## src/rtl/serial_adder_ctrl.sv

```systemverilog
// Serial adder sequencer: drives an external combinational 2-bit adder slice
// two bits per clock. Optional subtract mode is enabled with `define SADD_SUB_EN.
module serial_adder_ctrl #(
  parameter int WIDTH = 8
) (
  input  logic             clk,
  input  logic             rst,
  input  logic             start,
  input  logic [WIDTH-1:0] a,
  input  logic [WIDTH-1:0] b,
  input  logic             cin,
`ifdef SADD_SUB_EN
  input  logic             sub,
`endif
  output logic             busy,
  output logic             done,
  output logic [WIDTH-1:0] sum,
  output logic             cout,
  output logic             sl_a1,
  output logic             sl_a0,
  output logic             sl_b1,
  output logic             sl_b0,
  output logic             sl_c0,
  input  logic             sl_c2,
  input  logic             sl_s1,
  input  logic             sl_s0
);

  localparam int HALF = WIDTH / 2;
  localparam int CW   = (HALF > 1) ? $clog2(HALF) : 1;

  localparam logic [1:0] IDLE = 2'd0;
  localparam logic [1:0] RUN  = 2'd1;
  localparam logic [1:0] DONE = 2'd2;

  logic [1:0]       state;
  logic [WIDTH-1:0] ra;
  logic [WIDTH-1:0] rb;
  logic             cr;
  logic [CW-1:0]    cnt;
  logic [WIDTH-1:0] acc;
  logic [WIDTH-1:0] acc_next;
  logic [WIDTH+1:0] acc_ext;
  logic [WIDTH-1:0] b_load;
  logic             c_load;
  logic             run;
  logic             last;

`ifdef SADD_SUB_EN
  // Two's-complement subtract: a + ~b + 1; cout=1 then means no borrow.
  assign b_load = sub ? ~b : b;
  assign c_load = sub ? 1'b1 : cin;
`else
  assign b_load = b;
  assign c_load = cin;
`endif

  // New slice sum bits enter at the top; the extended vector keeps WIDTH=2 legal.
  assign acc_ext  = {sl_s1, sl_s0, acc};
  assign acc_next = acc_ext[WIDTH+1:2];

  assign run  = (state == RUN);
  assign last = (cnt == CW'(HALF - 1));
  assign busy = (state != IDLE);
  assign done = (state == DONE);

  // Slice inputs are forced low outside RUN so the slice sees quiet operands.
  assign sl_a1 = run & ra[1];
  assign sl_a0 = run & ra[0];
  assign sl_b1 = run & rb[1];
  assign sl_b0 = run & rb[0];
  assign sl_c0 = run & cr;

  // NOTE: sequential state uses non-blocking assignments so every register
  // samples pre-edge values, exactly like the flops it describes.
  always_ff @(posedge clk or negedge rst) begin
    if (!rst) begin
      state <= IDLE;
      ra    <= '0;
      rb    <= '0;
      cr    <= 1'b0;
      cnt   <= '0;
      acc   <= '0;
      sum   <= '0;
      cout  <= 1'b0;
    end else begin
      case (state)
        IDLE: begin
          if (start) begin
            ra    <= a;
            rb    <= b_load;
            cr    <= c_load;
            cnt   <= '0;
            acc   <= '0;
            state <= RUN;
          end
        end
        RUN: begin
          acc <= acc_next;
          cr  <= sl_c2;
          ra  <= ra >> 2;
          rb  <= rb >> 2;
          cnt <= cnt + 1'b1;
          if (last) begin
            // Result registers update only here, so they hold steady otherwise.
            sum   <= acc_next;
            cout  <= sl_c2;
            state <= DONE;
          end
        end
        DONE: begin
          cnt   <= '0;
          state <= IDLE;
        end
        default: state <= IDLE;
      endcase
    end
  end

endmodule

```

## config.mk

```make
export PLATFORM = sky130hd
export DESIGN_NAME = serial_adder_ctrl
export DESIGN_NICKNAME = d
export VERILOG_FILES = /design/src/rtl/serial_adder_ctrl.sv
export SDC_FILE = /design/constraint.sdc
export NUM_CORES = 1
export LEC_CHECK = 0
export CAP_MARGIN = 20
export CORE_ASPECT_RATIO = 0.9
export CORE_MARGIN = 2
export CORE_UTILIZATION = 50
export DETAILED_ROUTE_END_ITERATION = 8
export PLACE_DENSITY = 0.81
export SLEW_MARGIN = 5
export SYNTH_ARGS = -nofsm -noshare
export SYNTH_HDL_FRONTEND = slang
export SYNTH_SLANG_ARGS = --single-unit
```

## constraint.sdc

```tcl
create_clock -name clk -period 4.3 [get_ports clk]
set_clock_uncertainty 0.2 [all_clocks]
set_input_delay 0.86 -clock clk [delete_from_list [all_inputs] [get_ports clk]]
set_output_delay 0.86 -clock clk [all_outputs]
set_load 0.01 [all_outputs]
```

### After elaboration in Yosys (flattened, before gate mapping)

Cells that the tools add are included.
W data, S select, Z words.

| operators by class | value |
|---|---|
| add/subtract/negate cells | 1 |
| eq/ne operators | 5 |
| multiplexer cells | 13 |
| bitwise operators | 5 |
| reduce and logical (&&, ||, !) cells | 8 |

Operators with widths:

| cell | number |
|---|---|
| $pmux W8 S2 | 3 |
| $mux W8 | 3 |
| $reduce_and A2 Y1 | 4 |
| $mux W2 | 3 |
| $pmux W2 S3 | 1 |
| $and A1 B1 Y1 | 5 |
| $eq A2 B2 Y1 const B | 2 |
| $pmux W2 S2 | 1 |
| $reduce_bool A2 Y1 | 2 |
| $reduce_bool A3 Y1 | 1 |
| $add A2 B1 Y2 const B | 1 |
| $eq A2 B1 Y1 const B | 1 |
| $logic_not A2 Y1 | 1 |
| $ne A2 B1 Y1 const B | 1 |
| $ne A2 B2 Y1 const B | 1 |
| $pmux W1 S2 | 1 |
| $mux W1 | 1 |

| storage, ports and cells | value |
|---|---|
| flip-flop bits (word level) | 38 |
| bits of input ports | 23 |
| output and inout port bits | 16 |
| logic and storage cells | 40 |

### Longest topological paths before layout

| logic depth | value |
|---|---|
| word-level depth | 3 |
| depth in mapped cells | 5 |
| gate-level depth less buffers | 4 |

### Worst setup path before layout

Ideal clock, no wire load.

| path | value |
|---|---|
| path kind | register to output |
| from | register state[1] |
| to | output port sl_a0 |
| arrival | 0.933 ns |
| data required time | 3.240 ns |
| path slack | 2.307 ns |
| cell stages (with the launch flop) | 4 |
| path buffers | 1 |
| path through | dfrtp_1 > and2b_1 > buf_2 > and2_1 |

| between the ends | value |
|---|---|
| cells in the longest elaborated chain, start to end | 2 |

RTL lines:

| item | line | text |
|---|---|---|
| from (decl) | 36 | `logic [1:0] state;` |
| from (signal assigned) | 78 | `state <= IDLE;` |
| from (signal assigned) | 95 | `state <= RUN;` |
| from (signal assigned) | 108 | `state <= DONE;` |
| $eq A2 B1 Y1 | 62 | `assign run = (state == RUN);` |
| $and A1 B1 Y1 | 69 | `assign sl_a0 = run & ra[0];` |
| to (decl) | 20 | `output logic sl_a0,` |

Every way passes these cells.

### Worst setup path after layout

| path | value |
|---|---|
| from | register state[1] |
| to | output port sl_b1 |

| between the ends | value |
|---|---|
| cells in the longest elaborated chain, start to end | 2 |

RTL lines:

| item | line | text |
|---|---|---|
| $eq A2 B1 Y1 | 62 |  |
| $and A1 B1 Y1 | 70 | `assign sl_b1 = run & rb[1];` |
| to (decl) | 21 | `output logic sl_b1,` |

Every way passes these cells.

==> results.tsv <==
stage	metric	value	unit
run_status	status	completed	
clock_network	number of clock buffers inserted by TritonCTS	5	
yosys	post-synthesis sequential area ratio	0.566	
critical_path	Worst Path Buf+Inv	1	
clock_network	CTS tree	yes	
yosys	Syn. warnings	0	
critical_path	Critical Path RT	3.24	ns
yosys	register bit total from synthesis	36	
place	Post-Place Cells	216	
grt	wire length of the first global-routing pass	5800	um
detailed_routing	post-route ant nets	0	
critical_path	CP Cell Sequence	and2b_1 -> and2_1 -> clkdlybuf4s50_1	
detailed_routing	via-per-instance ratio	5.54	
critical_path	max incr delay on CP	0.53	ns
layout	commonest non-fill, non-tap cell in the layout	clkdlybuf4s50_1	
layout	non-filler cells, final	224	
sta	worst relative slew slack	0.678	
detailed_routing	final WL	3340	um
sta	Tcrit/Tclk final	0.724	
yosys	syn_area_per_cell	11.1	um2
sta	RSZ-0062 raised after global routing	false	
grt	grt ovf	0	
critical_path	Crit-path slowest cell	dfrtp_1	
critical_path	CP startpoint kind	register	
critical_path	kind of critical path	register to output port	
yosys	Mapped Cells	144	
sta	Final Setup Violations	0	
floorplanning	Die Wd	63.5	um
sta	final slew viol count	0	
layout	most frequent cells in the layout	clkdlybuf4s50_1 (38), dfrtp_1 (36), nor3_1 (18)	
floorplanning	# IOs	39	
floorplanning	Die H	57.5	um
layout	# fillers	259	
layout	layout cells sized above 1	0.0769	
flow_run	maxcap violations	0	
place	# port buffers	38	
grt	initial antenna violation count	0	
critical_path	CP Capture Type	output port	
floorplanning	initial core utilization	0.523	
sta	final setup TNS	0	ns
sta	Fmax	0.321	GHz
detailed_routing	drt pass-1 iters	4	
grt	GRT Util Overall	0.205	
pwr	Leak	0.870	nW
pwr	Worst VDD drop	0.000447	V
critical_path	maximum fanout along the worst path	13	
sta	crit path time final	3.11	ns
clock_network	number of buffers on the longest clock path	2	
detailed_routing	vias	1240	
detailed_routing	# DRC	0	
sta	hold_ws	0.298	ns
layout	nets@finish	205	
place	routability cong.	0.783	
pwr	total power	1.49	mW
place	HPWL Detailed	2300	um
worst_hold_path	Hold/Removal Path Class	register to register	
clock_network	Hold-fix buffers, CTS	0	
yosys	mapped cell area	0.00159	mm2
critical_path	Worst Path Arrival	2.05	ns
sta	Least-Margin Pin Slew	0.483	ns
floorplanning	DIE AREA	0.00365	mm2
layout	Antenna Cells	0	
floorplanning	number of core rows	19	
clock_network	clk slew on worst S/H paths	0.12	ns
layout	area grow syn2layout	29.7	%
pwr	Power Density	722	mW/mm2
yosys	post-synth cell types	23	
clock_network	Clock Sinks	36	
clock_network	CTS-repair resized insts	0	
clock_network	H-tree lvl count	2	
grt	largest net degree at the start of global routing	37	
critical_path	Top delay family on crit path	simple AND/OR/NAND/NOR gates	
floorplanning	CORE AREA	0.00304	mm2
grt	vias in the first global route	1267	
clock_network	# Post-CTS Setup Buffers	0	
clock_network	clk_lat worst skew	0.34	ns
sta	final hold vios	0	
clock_network	Clock Tree Root	clkbuf_4	
yosys	syn nets	168	
detailed_routing	WL/cell	14.9	um
layout	Util after Layout	0.679	
detailed_routing	DRT iter0 DRCs	93	
worst paths after layout:
path | cells after the start | start | slack (ns) | to
max | 3 | state[1] | 1.19 | sl_b1
min | 1 | sum[0] | 0.30 | sum[0]
max reg2reg | 3 | state[1] | 2.36 | sum[6]
min reg2reg | 1 | sum[0] | 0.30 | sum[0]
max in group asynchronous | 2 | rst | 2.86 | acc[6]
min in group asynchronous | 2 | rst | 0.71 | ra[6]
report_power, final:
part | switching, mW | leakage (nW) | internal, mW
combinational | 0.308 | 0.385 | 0.344
sequential | 0.111 | 0.444 | 0.491
clock | 0.116 | 0.0412 | 0.121
Yosys cell counts, drive strengths merged:
master  count  share of area
dfrtp      36           0.57
nor3       18          0.057
o22ai      13          0.051
nor2       11          0.026
buf        10          0.035
mux2       10          0.071
a22o        8          0.044
o21ai       8          0.025
o32ai       7          0.038
nand2       6          0.017
and2        5          0.020
inv         3         0.0071
nand2b      2         0.0079
or2         2         0.0079
and2b       1         0.0047
ha          1         0.0079
mux2i       1         0.0063
nor2b       1         0.0039
xnor2       1         0.0055
routing by layer:
| metal | global-route usage | share of wire | vias up |
|---|---|---|---|
| li1 | - | - | 598 |
| met5 | 0 | 0 | - |
| met2 | 0.334 | 0.48 | 34 |
| met1 | 0.260 | 0.45 | 603 |
| met4 | 0.0621 | 0.0075 | 0 |
| met3 | 0.0730 | 0.054 | 5 |
cell families after synthesis:
family,synth area share
XOR/XNOR,0.00550
AO/OA/AOI/OAI,0.159
AND/OR/NAND/NOR,0.144
buffers and inverters,0.0416
flip-flops,0.566
multiplexers,0.0770
adder cells (fa/ha/maj),0.00785
area by class of cell:
cell class                      count  area, um2  share of cell area
Clock buffer                        5       37.5              0.0182
Sequential cell                    36        901               0.436
Multi-Input combinational cell     95        626               0.303
Clock inverter                      3       42.5              0.0206
Timing Repair Buffer               40        395               0.191
Inverter                            3       11.3             0.00545
Tap cell                           42       52.6              0.0254
through the flow:
stage | area (um2) | setup WS [ns]
2_1_floorplan | 1590 | 2.31
3_3_place_gp | 1990 | 1.61
3_5_place_dp | 1990 | 1.56
4_1_cts | 2070 | 1.17
5_1_grt | 2070 | 1.05
6_report | 2070 | 1.19
worst register-to-register path: cells and delay by family (launching register included):
kind / cells / cell delay (ns)
simple gates: 2 / 0.72
mux: 1 / 0.37
flops: 1 / 0.53
registers in the layout, indices dropped and copies added, names as in the netlist:
signal,count
rb,8
cr,1
ra,8
state,2
acc,6
cout,1
cnt,2
sum,8
No activity file was read; power rests on OpenSTA's default activity.
